**config.mk**
```make
export PLATFORM = sky130hd
export DESIGN_NAME = ai_traffic_cars_flat
export DESIGN_NICKNAME = d
export VERILOG_FILES = /design/src/rtl/ai_traffic_cars_pkg.sv /design/src/rtl/ai_traffic_cars_if.sv /design/src/rtl/ai_traffic_cars_sprite_rom.sv /design/src/rtl/ai_traffic_cars.sv /design/src/flat_wrapper.sv
export SDC_FILE = /design/constraint.sdc
export NUM_CORES = 1
export LEC_CHECK = 0
export ABC_AREA = 1
export CAP_MARGIN = 20
export CORE_MARGIN = 1
export CORE_UTILIZATION = 40
export CTS_CLUSTER_SIZE = 40
export DETAILED_ROUTE_END_ITERATION = 16
export SETUP_SLACK_MARGIN = 0.4
export SYNTH_ARGS = -nofsm -noshare
export SYNTH_HDL_FRONTEND = slang
export SYNTH_HIERARCHICAL = 1
export SYNTH_SLANG_ARGS = --single-unit
```
**constraint.sdc**
```tcl
create_clock -name clk -period 4.3 [get_ports clk]
set_input_delay 0.86 -clock clk [delete_from_list [all_inputs] [get_ports clk]]
set_output_delay 0.86 -clock clk [all_outputs]
set_load 0.02 [all_outputs]
```
**src/rtl/ai_traffic_cars_pkg.sv**
```systemverilog
// Shared types and constants for the AI traffic car pool: slot record, mask colour, sprite texels.
package ai_traffic_pkg;
  localparam logic [7:0] MASK_VALUE         = 8'h62;
  localparam int         CAR_SIZE           = 64;
  localparam int         SPRITE_SCALE_SHIFT = 2;

  typedef struct packed {
    logic               active;
    logic [2:0]         lane;
    logic [10:0]        x;
    logic signed [11:0] y;
  } car_t;

  // 16x16 top-down car, indexed [row][col]; 8'h62 texels are transparent
  localparam logic [7:0] SPRITE [16][16] = '{
    '{8'h62,8'h62,8'he4,8'he4,8'he4,8'he4,8'he4,8'he4,8'he4,8'he4,8'he4,8'he4,8'he4,8'he4,8'h62,8'h62},
    '{8'h62,8'he4,8'he4,8'he4,8'he4,8'he4,8'he4,8'he4,8'he4,8'he4,8'he4,8'he4,8'he4,8'he4,8'he4,8'h62},
    '{8'h00,8'he4,8'he4,8'he4,8'h92,8'h92,8'h92,8'h92,8'h92,8'h92,8'h92,8'h92,8'he4,8'he4,8'he4,8'h00},
    '{8'h00,8'he4,8'he4,8'h92,8'h92,8'h92,8'h92,8'h92,8'h92,8'h92,8'h92,8'h92,8'h92,8'he4,8'he4,8'h00},
    '{8'h00,8'he4,8'he4,8'h92,8'h92,8'h92,8'h92,8'h92,8'h92,8'h92,8'h92,8'h92,8'h92,8'he4,8'he4,8'h00},
    '{8'h62,8'he4,8'he4,8'he4,8'he4,8'he4,8'he4,8'he4,8'he4,8'he4,8'he4,8'he4,8'he4,8'he4,8'he4,8'h62},
    '{8'h62,8'he4,8'he4,8'hff,8'he4,8'he4,8'he4,8'he4,8'he4,8'he4,8'he4,8'he4,8'hff,8'he4,8'he4,8'h62},
    '{8'h62,8'he4,8'he4,8'he4,8'he4,8'he4,8'he4,8'he4,8'he4,8'he4,8'he4,8'he4,8'he4,8'he4,8'he4,8'h62},
    '{8'h62,8'he4,8'he4,8'he4,8'he4,8'he4,8'he4,8'he4,8'he4,8'he4,8'he4,8'he4,8'he4,8'he4,8'he4,8'h62},
    '{8'h62,8'he4,8'he4,8'hff,8'he4,8'he4,8'he4,8'he4,8'he4,8'he4,8'he4,8'he4,8'hff,8'he4,8'he4,8'h62},
    '{8'h62,8'he4,8'he4,8'h92,8'h92,8'h92,8'h92,8'h92,8'h92,8'h92,8'h92,8'h92,8'h92,8'he4,8'he4,8'h62},
    '{8'h00,8'he4,8'he4,8'h92,8'h92,8'h92,8'h92,8'h92,8'h92,8'h92,8'h92,8'h92,8'h92,8'he4,8'he4,8'h00},
    '{8'h00,8'he4,8'he4,8'he4,8'he4,8'he4,8'he4,8'he4,8'he4,8'he4,8'he4,8'he4,8'he4,8'he4,8'he4,8'h00},
    '{8'h00,8'he4,8'he4,8'he4,8'he4,8'he4,8'he4,8'he4,8'he4,8'he4,8'he4,8'he4,8'he4,8'he4,8'he4,8'h00},
    '{8'h62,8'he4,8'he4,8'he4,8'he4,8'he4,8'he4,8'he4,8'he4,8'he4,8'he4,8'he4,8'he4,8'he4,8'he4,8'h62},
    '{8'h62,8'h62,8'he4,8'he4,8'he4,8'he4,8'he4,8'he4,8'he4,8'he4,8'he4,8'he4,8'he4,8'he4,8'h62,8'h62}
  };

  function automatic logic [10:0] lane_x(input logic [2:0] lane, input int x0, input int pitch);
    return 11'(x0 + int'(lane) * pitch);
  endfunction
endpackage

```
**src/rtl/ai_traffic_cars_if.sv**
```systemverilog
// Pixel request/response bundle between the scan-out requester and the traffic car drawer.
interface ai_traffic_cars_if #(parameter int NUM_CARS = 4);
  localparam int IW = $clog2(NUM_CARS);
  logic [10:0]   requested_x;
  logic [10:0]   requested_y;
  logic [7:0]    output_color;
  logic          draw_request;
  logic [IW-1:0] hit_car;

  modport master (output requested_x, requested_y, input output_color, draw_request, hit_car);
  modport slave  (input requested_x, requested_y, output output_color, draw_request, hit_car);
endinterface

```
**src/rtl/ai_traffic_cars_sprite_rom.sv**
```systemverilog
// Registered 16x16x8 car sprite ROM; one texel read per clock.
module traffic_sprite_rom
  import ai_traffic_pkg::*;
(
  input  logic       clk,
  input  logic [3:0] row_i,
  input  logic [3:0] col_i,
  output logic [7:0] color_o
);
  logic [7:0] color_q;

  always_ff @(posedge clk) color_q <= SPRITE[row_i][col_i];

  assign color_o = color_q;
endmodule

```
**src/rtl/ai_traffic_cars.sv**
```systemverilog
// Opponent car pool: spawn/scroll/retire per frame plus 2-stage pixel lookup.
// Define AI_TRAFFIC_SWAY_EN to make odd-index cars drift +/-8 px around their lane.
module ai_traffic_cars
  import ai_traffic_pkg::*;
#(
  parameter int NUM_CARS     = 4,
  parameter int NUM_LANES    = 4,
  parameter int LANE_X0      = 180,
  parameter int LANE_PITCH   = 60,
  parameter int SPAWN_FRAMES = 48,
  parameter int SPAWN_GAP    = 80,
  parameter int SPEED_SHIFT  = 5,
  parameter int SCREEN_H     = 480
) (
  input  logic                clk,
  input  logic                reset,
  input  logic                frame_start,
  input  logic                clear_cars,
  input  logic [9:0]          player_speed,
  input  logic [10:0]         random,
  output logic [NUM_CARS-1:0] active_mask,
  ai_traffic_cars_if.slave    pix
);
  localparam int IW = $clog2(NUM_CARS);
  localparam int TW = $clog2(SPAWN_FRAMES + 1);
  localparam logic [TW-1:0]      TIMER_RELOAD = TW'(SPAWN_FRAMES - 1);
  localparam logic signed [11:0] GAP_Y        = 12'(SPAWN_GAP - CAR_SIZE);
  localparam logic signed [11:0] DESPAWN_Y    = 12'(SCREEN_H);
  localparam logic signed [11:0] SPAWN_Y      = 12'(-CAR_SIZE);
  localparam logic signed [12:0] SIZE13       = 13'(CAR_SIZE);

  car_t [NUM_CARS-1:0] cars_q, cars_d;
  logic [TW-1:0]       timer_q, timer_d;
  logic [7:0]          lane_blocked;
  logic                free_found, lane_found;
  logic [IW-1:0]       free_idx;
  logic [2:0]          base_lane, spawn_lane;
  logic [3:0]          lane_sum;
  logic [11:0]         step;
`ifdef AI_TRAFFIC_SWAY_EN
  logic [NUM_CARS-1:0] dir_q, dir_d;
  logic [10:0]         lx;
`endif

  assign step = 12'(player_speed >> SPEED_SHIFT);

  always_comb begin
    lane_blocked = '0;
    free_found   = 1'b0;
    free_idx     = '0;
    for (int i = NUM_CARS - 1; i >= 0; i--) begin
      if (cars_q[i].active && cars_q[i].y < GAP_Y) lane_blocked[cars_q[i].lane] = 1'b1;
      if (!cars_q[i].active) begin
        free_found = 1'b1;
        free_idx   = IW'(i);
      end
    end
    // Walk lanes from the random pick with wrap; descending loop lets the first clear lane win
    base_lane  = 3'(random % 11'(NUM_LANES));
    lane_found = 1'b0;
    spawn_lane = '0;
    lane_sum   = '0;
    for (int t = NUM_LANES - 1; t >= 0; t--) begin
      lane_sum = 4'(base_lane) + 4'(t);
      if (lane_sum >= 4'(NUM_LANES)) lane_sum = lane_sum - 4'(NUM_LANES);
      if (!lane_blocked[lane_sum[2:0]]) begin
        lane_found = 1'b1;
        spawn_lane = lane_sum[2:0];
      end
    end
  end

  always_comb begin
    cars_d  = cars_q;
    timer_d = timer_q;
`ifdef AI_TRAFFIC_SWAY_EN
    dir_d = dir_q;
    lx    = '0;
`endif
    if (clear_cars) begin
      for (int i = 0; i < NUM_CARS; i++) cars_d[i].active = 1'b0;
      timer_d = TIMER_RELOAD;
    end else if (frame_start) begin
      for (int i = 0; i < NUM_CARS; i++) begin
        if (cars_q[i].active) begin
          if (cars_q[i].y >= DESPAWN_Y) cars_d[i].active = 1'b0;
          else begin
            cars_d[i].y = cars_q[i].y + $signed(step);
`ifdef AI_TRAFFIC_SWAY_EN
            if (i % 2 == 1) begin
              lx = lane_x(cars_q[i].lane, LANE_X0, LANE_PITCH);
              if (dir_q[i] && cars_q[i].x >= lx + 11'd8) dir_d[i] = 1'b0;
              else if (!dir_q[i] && cars_q[i].x <= lx - 11'd8) dir_d[i] = 1'b1;
              cars_d[i].x = dir_d[i] ? cars_q[i].x + 11'd1 : cars_q[i].x - 11'd1;
            end
`endif
          end
        end
      end
      if (timer_q != '0) timer_d = timer_q - 1'b1;
      else if (free_found && lane_found) begin
        cars_d[free_idx] = '{active: 1'b1, lane: spawn_lane,
                             x: lane_x(spawn_lane, LANE_X0, LANE_PITCH), y: SPAWN_Y};
        timer_d = TIMER_RELOAD;
`ifdef AI_TRAFFIC_SWAY_EN
        dir_d[free_idx] = 1'b1;
`endif
      end
    end
  end

  always_ff @(posedge clk) begin
    if (reset) begin
      cars_q  <= '0;
      timer_q <= TIMER_RELOAD;
    end else begin
      cars_q  <= cars_d;
      timer_q <= timer_d;
    end
  end

`ifdef AI_TRAFFIC_SWAY_EN
  always_ff @(posedge clk) begin
    if (reset) dir_q <= '1;
    else       dir_q <= dir_d;
  end
`endif

  always_comb
    for (int i = 0; i < NUM_CARS; i++) active_mask[i] = cars_q[i].active;

  logic [NUM_CARS-1:0] pix_hit;
  logic signed [12:0]  ry_s, car_y;
  logic [IW-1:0]       s1_idx_d, s1_idx_q, s2_idx_q;
  logic [3:0]          s1_row_d, s1_row_q, s1_col_d, s1_col_q;
  logic [1:0]          vld_pipe_q;
  logic [7:0]          rom_color;
  logic                draw;

  always_comb begin
    ry_s     = $signed({2'b00, pix.requested_y});
    car_y    = '0;
    pix_hit  = '0;
    s1_idx_d = '0;
    s1_row_d = '0;
    s1_col_d = '0;
    for (int i = NUM_CARS - 1; i >= 0; i--) begin
      car_y = 13'(cars_q[i].y);
      pix_hit[i] = cars_q[i].active
        && {1'b0, pix.requested_x} >= {1'b0, cars_q[i].x}
        && {1'b0, pix.requested_x} <  {1'b0, cars_q[i].x} + 12'(CAR_SIZE)
        && ry_s >= car_y && ry_s < car_y + SIZE13;
      if (pix_hit[i]) begin
        s1_idx_d = IW'(i);
        s1_row_d = 4'((ry_s - car_y) >> SPRITE_SCALE_SHIFT);
        s1_col_d = 4'((pix.requested_x - cars_q[i].x) >> SPRITE_SCALE_SHIFT);
      end
    end
  end

  always_ff @(posedge clk) begin
    if (reset) begin
      vld_pipe_q <= '0;
      s1_idx_q   <= '0;
      s2_idx_q   <= '0;
      s1_row_q   <= '0;
      s1_col_q   <= '0;
    end else begin
      vld_pipe_q <= {vld_pipe_q[0], |pix_hit};
      s1_idx_q   <= s1_idx_d;
      s2_idx_q   <= s1_idx_q;
      s1_row_q   <= s1_row_d;
      s1_col_q   <= s1_col_d;
    end
  end

  traffic_sprite_rom u_rom (
    .clk    (clk),
    .row_i  (s1_row_q),
    .col_i  (s1_col_q),
    .color_o(rom_color)
  );

  assign draw             = vld_pipe_q[1] && (rom_color != MASK_VALUE);
  assign pix.draw_request = draw;
  assign pix.output_color = draw ? rom_color : MASK_VALUE;
  assign pix.hit_car      = s2_idx_q;
endmodule

```
**src/flat_wrapper.sv**
```systemverilog
// flat-port wrapper written by rule: the top's interface ports become plain ports
module ai_traffic_cars_flat import ai_traffic_pkg::*;
#(
  parameter int NUM_CARS     = 4,
  parameter int NUM_LANES    = 4,
  parameter int LANE_X0      = 180,
  parameter int LANE_PITCH   = 60,
  parameter int SPAWN_FRAMES = 48,
  parameter int SPAWN_GAP    = 80,
  parameter int SPEED_SHIFT  = 5,
  parameter int SCREEN_H     = 480
)
  (clk, reset, frame_start, clear_cars, player_speed, random, active_mask, pix_requested_x, pix_requested_y, pix_output_color, pix_draw_request, pix_hit_car);
  ai_traffic_cars_if #(.NUM_CARS(NUM_CARS)) pix_i ();
  input  logic clk;
  input  logic reset;
  input  logic frame_start;
  input  logic clear_cars;
  input  logic [9:0] player_speed;
  input  logic [10:0] random;
  output logic [NUM_CARS-1:0] active_mask;
  input wire logic [$bits(pix_i.requested_x)-1:0] pix_requested_x;
  input wire logic [$bits(pix_i.requested_y)-1:0] pix_requested_y;
  output wire logic [$bits(pix_i.output_color)-1:0] pix_output_color;
  output wire logic [$bits(pix_i.draw_request)-1:0] pix_draw_request;
  output wire logic [$bits(pix_i.hit_car)-1:0] pix_hit_car;
  assign pix_i.requested_x = pix_requested_x;
  assign pix_i.requested_y = pix_requested_y;
  assign pix_output_color = pix_i.output_color;
  assign pix_draw_request = pix_i.draw_request;
  assign pix_hit_car = pix_i.hit_car;
  ai_traffic_cars #(.NUM_CARS(NUM_CARS), .NUM_LANES(NUM_LANES), .LANE_X0(LANE_X0), .LANE_PITCH(LANE_PITCH), .SPAWN_FRAMES(SPAWN_FRAMES), .SPAWN_GAP(SPAWN_GAP), .SPEED_SHIFT(SPEED_SHIFT), .SCREEN_H(SCREEN_H)) u_core (.clk(clk), .reset(reset), .frame_start(frame_start), .clear_cars(clear_cars), .player_speed(player_speed), .random(random), .active_mask(active_mask), .pix(pix_i));
endmodule
```
==> results of run 1 <==
==> final cells by class <==
class                      instances  area, um^2  share of cell area (%)
tap                              384       480.5                   3.404
sequential                       130        2613                   18.51
inverter                         261       999.7                   7.083
timing repair buffer             138        1170                   8.289
clock inverter                    14       155.1                   1.099
clock buffer                      18       429.2                   3.041
multi-input combinational       1263        8267                   58.57
==> kinds of logic after synthesis <==
group | Yosys count
AND/OR/NAND/NOR | 660
AO/OA/AOI/OAI | 350
buffers and inverters | 296
adder cells (fa/ha/maj) | 179
flip-flops | 130
XOR/XNOR | 74
==> worst max path at each step <==
stage	startpoint	end	slack [ns]	cells after the start
global placement	random[0]	register	-0.39	22
finish	u_core/cars_q[34]	register	0.16	28
detailed placement	random[0]	register	-0.43	22
global route	u_core/cars_q[34]	register	-0.06	28
CTS	u_core/cars_q[33]	register	0.22	26
floorplan	random[0]	register	0.31	21
==> power by group <==
part           switching, uW  leakage [uW]  total [uW]  internal, uW
Clock                    610      0.000275        1470           861
Sequential              11.5       0.00105        1230          1220
Combinational            420       0.00486         734           314
Total                   1040       0.00618        3430          2390
==> layer usage <==
layer	vias to the layer above	global-route usage, %
li1	5924	-
met1	5421	33.03
met2	278	39.62
met3	28	3.180
met4	0	5.900
met5	-	0
==> stage by stage <==
stage	setup slack, ns	setup TNS [ns]	total power (uW)
after detailed placement	-0.4304	-2.795	1900
after floorplan	0.3147	0	1673
final	0.1589	0	3432
after global routing	-0.05952	-0.2879	3607
after CTS	0.2199	0	3425
after global placement	-0.3910	-2.429	1884
==> timing repair <==
action | in CTS | in global routing
setup buffers | 7 | 5
resized for setup | 28 | 53
endpoints found under the setup margin | 8 | 8
cloned | 0 | 0
pin swaps | 21 | 24
==> cells in the final DEF (no fill, tap or decap), drive strengths merged, types with 2 or more instances in the layout <==
| cell type | instances |
|---|---|
| nand2 | 275 |
| inv | 264 |
| ha | 172 |
| nor2 | 161 |
| a21oi | 156 |
| dfxtp | 130 |
| o21ai | 114 |
| nand3 | 104 |
| buf | 92 |
| xor2 | 58 |
| clkdlybuf4s50 | 45 |
| nor3 | 43 |
| nand4 | 40 |
| clkbuf | 18 |
| xnor2 | 16 |
| a31oi | 12 |
| o21bai | 12 |
| a211oi | 11 |
| a221oi | 10 |
| nand3b | 9 |
| nor4 | 9 |
| o22ai | 8 |
| or3 | 8 |
| o21a | 7 |
| fa | 7 |
| or2 | 7 |
| a21o | 6 |
| o211ai | 5 |
| clkinv | 5 |
| clkinvlp | 4 |
| bufinv | 2 |
| a41oi | 2 |
| o2111ai | 2 |
| a2111oi | 2 |
| nor3b | 2 |
==> critical path, delay by kind of cell, from the launching register on <==
family	cells	cell delay (ns)
and+or+nand+nor	19	2.12
adders and majority gates	4	1.22
DFF	1	0.33
buffers and inverters	4	0.20
xor gates and xnor gates	1	0.17
==> run metrics, run 1 <==
status finished, final reports clean; Synth Instances 1689; Yosys top cell area share 22.20%; CTS tree done; met3 routed WL 1.450 mm; Arr. time, crit path 4.47 ns; Final setup violation count 0; CP Capture Type register; cells on worst reg2reg path 28; wire length on met2 16.53 mm; Setup crit start kind register; r2r setup slk 0.16 ns; Seq/Total Area, Yosys 22.20%; ys async rst share 0%; top-count cell post-synth nand2_1; syn_nets 1915; multiplexer share of the synthesized area 0%; crit-path max cell delay 0.54 ns; Ys Warns 6; XOR/XNOR Fraction of Synth Area 5.528%; M1 wire length 17.30 mm; DRC errors left 0; Buffers on Ports 47; Worst path slowest cell fa_1; Pleak 0.006185 uW; Post-Syn Area 11720 um^2; Clock Path Buffers 2; TritonCTS buffer count 17; final cell area excluding filler cells 14110 um^2; PwrDens 243.2 nW/um^2; Setup CP Type reg -> reg; Die Width 173.2 um; per-cell routed wire length 16.16 um; Max Clock Freq 0.2415 GHz; Avg Cell Area, Syn 6.942 um^2; Worst-path clk slew 0.06 ns; antenna fix cells 0; most frequent cells after synthesis 264 x nand2_1, 248 x inv_1, 172 x ha_1; Hold Crit Depth 2; Synth Area in Adders 19.55%; initial core utilization 40.74%; simple-gate share of the synthesized area 25.85%; Least-Margin Pin Slew 0.7504 ns; Synth Area in Compound Gates 16.90%; ys flop type dfxtp_1; Hold Crit Endpoint u_core/pix.hit_car[0]; largest family of logic cells by synthesized area simple AND/OR/NAND/NOR gates; routed vias 11650; Max-slew headroom 49.79%; share of layout cells above drive strength 1 13.54%; worst reg2reg startpoint u_core/cars_q[34]; max cap viols 0; clk_lat worst skew 0.43 ns; initial drt markers 846; Site Rows 62; vias in the first global route 10870; fin crit share 96.30%; worst clock skew 0.01153 ns; initial antenna violation count 0; EDFF count, synth 0; uppermost layer routed met4; Nets 2037; GRT overflow 0; area post-placement 13150 um^2; Die Y-Extent 173.2 um; CTS sink count 130; Slew Viols, Final 0; CTS Hold Bufs 0; first-pass GRT wire length 57.01 mm; final hold vios 0; library cells used by synthesis 57; Routed WL 35.69 mm; Syn-to-layout area delta 20.37%; Worst Hold Class reg -> reg; Worst VDD drop 0.2465 mV; Ports 62; Fillers 2872; number of vias per cell 5.277; Final Non-Filler Cells 2208; CP max FO 6; min-delay src u_core/s1_idx_q[0]; largest net degree at the start of global routing 56; unrepaired setup endpoints after global routing yes; full die area 30000 um^2; CP dominant cell by count nand3_2; DRT Pass-1 Iters 5; All-Layer GR Usage 24.02%; Seq cells post-synth 130; final core utilization 49.04%; H-Tree Depth 4; Core Region 28780 um^2; # placed instances 2164; Routed Antenna Nets 0; Root Buffer Master clkbuf_16; Area contributors post-synth dfxtp_1 22%, ha_1 18%, nand2_1 8.5%, inv_1 7.9%, a21oi_1 6.5%; hold slack 0.4087 ns; area leader, netlist dfxtp_1; gpl congestion 0.9122; Tmin final 4.141 ns; Critical Path RT 4.63 ns; hpwl dp 27.77 mm
Power figures use the tool's default switching activity.
==> run 2, diff against run 1 <==
CORE_UTILIZATION = 45   (was 40)
clock period = 3.85 ns   (was 4.3 ns; I/O delays follow)
==> run 2 against run 1 <==
  * The flow now finishes with violations (setup timing)
  * Global-route usage rose by 3.6 points
  * Non-clock buffer count is 44 higher
  * Register-to-register slack got worse by 0.42 ns
  * Highest routed layer unchanged
==> run metrics, run 2 (synthesis results as in run 1) <==
status complete, but fails checks (was finished, final reports clean); failing checks setup timing; clock network power share 42.5% (was 42.9%); Syn-to-layout area delta 22.25% (was 20.37%); GRT overflow 0 (unchanged); Slew Viols, Final 0 (unchanged); r2r setup slk -0.26 ns (was 0.16 ns); DRC errors left 0 (unchanged); Pleak 0.006384 uW (was 0.006185 uW); Power Internal 2620 uW (was 2390 uW); clk_lat worst skew 0.44 ns (was 0.43 ns); PwrDens 266.4 nW/um^2 (was 243.2 nW/um^2); CP dominant cell by count inv_2 (was nand3_2); Critical Path RT 4.14 ns (was 4.63 ns); Sequential cell area 2615 um^2 (was 2613 um^2); Buffers on Ports 47 (unchanged); All-Layer GR Usage 27.61% (was 24.02%); Worst VDD drop 0.2342 mV (was 0.2465 mV); Sw Pwr 1198 uW (was 1042 uW); Clock Path Buffers 2 (unchanged); fin crit share 106.8% (was 96.30%); TritonCTS buffer count 17 (unchanged); Max-slew headroom 46.97% (was 49.79%); Worst path slowest cell fa_1 (unchanged); full die area 26700 um^2 (was 30000 um^2); CTS tree done (unchanged); initial drt markers 859 (was 846); Gate power share 21.7% (was 21.4%); max cap viols 0 (unchanged); per-cell routed wire length 16.38 um (was 16.16 um); Hold Crit Endpoint u_core/pix.hit_car[1] (was u_core/pix.hit_car[0]); CTS sink count 130 (unchanged); number of vias per cell 5.365 (was 5.277); initial antenna violation count 0 (unchanged); final hold vios 0 (unchanged); Hold Crit Depth 2 (unchanged); min-delay src u_core/s1_idx_q[1] (was u_core/s1_idx_q[0]); H-Tree Depth 4 (unchanged); worst clock skew 0.01586 ns (was 0.01153 ns); Routed WL 36.00 mm (was 35.69 mm); Seq pwr share 35.8% (was 35.7%); gpl congestion 0.9198 (was 0.9122); routed vias 11790 (was 11650); Worst Hold Class reg -> reg (unchanged); Worst-path clk slew 0.07 ns (was 0.06 ns); Final setup violation count 8 (was 0); CP max FO 4 (was 6); Max Clock Freq 0.2432 GHz (was 0.2415 GHz); vias in the first global route 10920 (was 10870); hpwl dp 28.32 mm (was 27.77 mm); Core Region 25400 um^2 (was 28780 um^2); worst reg2reg startpoint u_core/car_y[7] (was u_core/cars_q[34]); most frequent cells in the layout 257 x nand2_1, 237 x inv_1, 167 x ha_1 (was 257 x nand2_1, 234 x inv_1, 166 x ha_1); Tmin final 4.112 ns (was 4.141 ns); Site Rows 58 (was 62); Setup crit start kind register (unchanged); area occupied by multi-input gates 8224 um^2 (was 8267 um^2); antenna fix cells 0 (unchanged); largest net degree at the start of global routing 44 (was 56); Ports 62 (unchanged); hold slack 0.4054 ns (was 0.4087 ns); crit-path max cell delay 0.55 ns (was 0.54 ns); crit path cell chain inv_2 -> ha_4 -> inv_2 -> nor2_4 -> nand3_4 -> a21oi_4 -> nand3_2 -> nand3_1 -> nand2_1 -> nand3_2 -> nand2_2 -> nor2_4 -> nand2_1 -> nand3_2 -> nand2_2 -> fa_1 -> inv_2 -> ha_4 -> fa_2 -> or3_4 -> xor2_4 -> inv_2 -> o21ai_1 -> a21oi_1; Setup CP Type reg -> reg (unchanged); Arr. time, crit path 4.40 ns (was 4.47 ns); final total power 3818 uW (was 3432 uW); setup TNS -1.646 ns (was 0 ns); Fillers 2498 (was 2872); Routed Antenna Nets 0 (unchanged); CP Capture Type register (unchanged); cells on worst reg2reg path 24 (was 28); switching part of the total power 31.37% (was 30.35%); Root Buffer Master clkbuf_16 (unchanged); initial core utilization 46.16% (was 40.74%); CTS Hold Bufs 0 (unchanged); Die Width 163.4 um (was 173.2 um); unrepaired setup endpoints after global routing yes (unchanged); first-pass GRT wire length 57.16 mm (was 57.01 mm); Final WS setup -0.2617 ns (was 0.1589 ns); DRT Pass-1 Iters 6 (was 5); commonest non-fill, non-tap cell in the layout nand2_1 (unchanged); Die Y-Extent 163.4 um (was 173.2 um); Nets 2081 (was 2037); Least-Margin Pin Slew 0.7946 ns (was 0.7504 ns); pre-CTS setup slack -0.7763 ns (was -0.4304 ns); share of layout cells above drive strength 1 15.15% (was 13.54%)
## run 2: power groups by stage
stage	sequential [uW]	combinational (uW)	clock (uW)
after floorplan	1400	473	0
after global placement	1400	723	0
after detailed placement	1400	738	0
after CTS	1370	792	1660
after global routing	1370	918	1710
final	1370	828	1620
## run 2: timing repair
action                                 4_1_cts  5_1_grt
endpoints found under the hold margin        0        0
pin swaps                                   26        9
setup endpoints to repair                    8       11
setup buffers                                9        1
cloned                                       0        0
resized for setup                           24       27
## run 2: cell type report
class / instances / area share (%)
Timing Repair Buffer: 182 / 10.52
Sequential cell: 130 / 18.24
Multi-Input combinational cell: 1263 / 57.38
Clock buffer: 17 / 2.968
Clock inverter: 15 / 1.039
Tap cell: 330 / 2.881
Inverter: 261 / 6.975
## run 2: through the flow
stage	util (%)	area, um^2	instances
detailed placement	53.02	13470	2156
CTS	55.95	14210	2197
global placement	53.02	13470	2156
floorplan	-	11830	1689
finish	56.43	14330	2198
global route	56.43	14330	2198
## run 2: critical path, delay by kind of cell, from the launching register on
| kind | cells | cell delay, ns |
|---|---|---|
| buffers and inverters | 4 | 0.25 |
| and+or+nand+nor | 12 | 1.54 |
| adders and majority gates | 4 | 1.28 |
| AOI/OAI and AO/OA | 3 | 0.40 |
| xor gates and xnor gates | 1 | 0.16 |
| DFF | 1 | 0.32 |
## run 2: worst max path at each step
stage,cells past startpoint,start,end
2_1_floorplan,21,random[0],register
5_1_grt,26,u_core/cars_q[88],register
3_5_place_dp,22,random[0],register
6_report,24,u_core/car_y[7],register
4_1_cts,24,u_core/car_y[7],register
3_3_place_gp,22,random[0],register
## run 2: metal layers
metal / routed length (um) / share of wire (%) / vias up / global-route usage [%]
met5: 0 / 0 / - / 0
met1: 17300 / 48 / 5402 / 38.73
met3: 2015 / 5.6 / 53 / 3.504
met4: 1084 / 3.0 / 0 / 10.37
met2: 15600 / 43 / 332 / 42.78
li1: - / - / 6006 / -
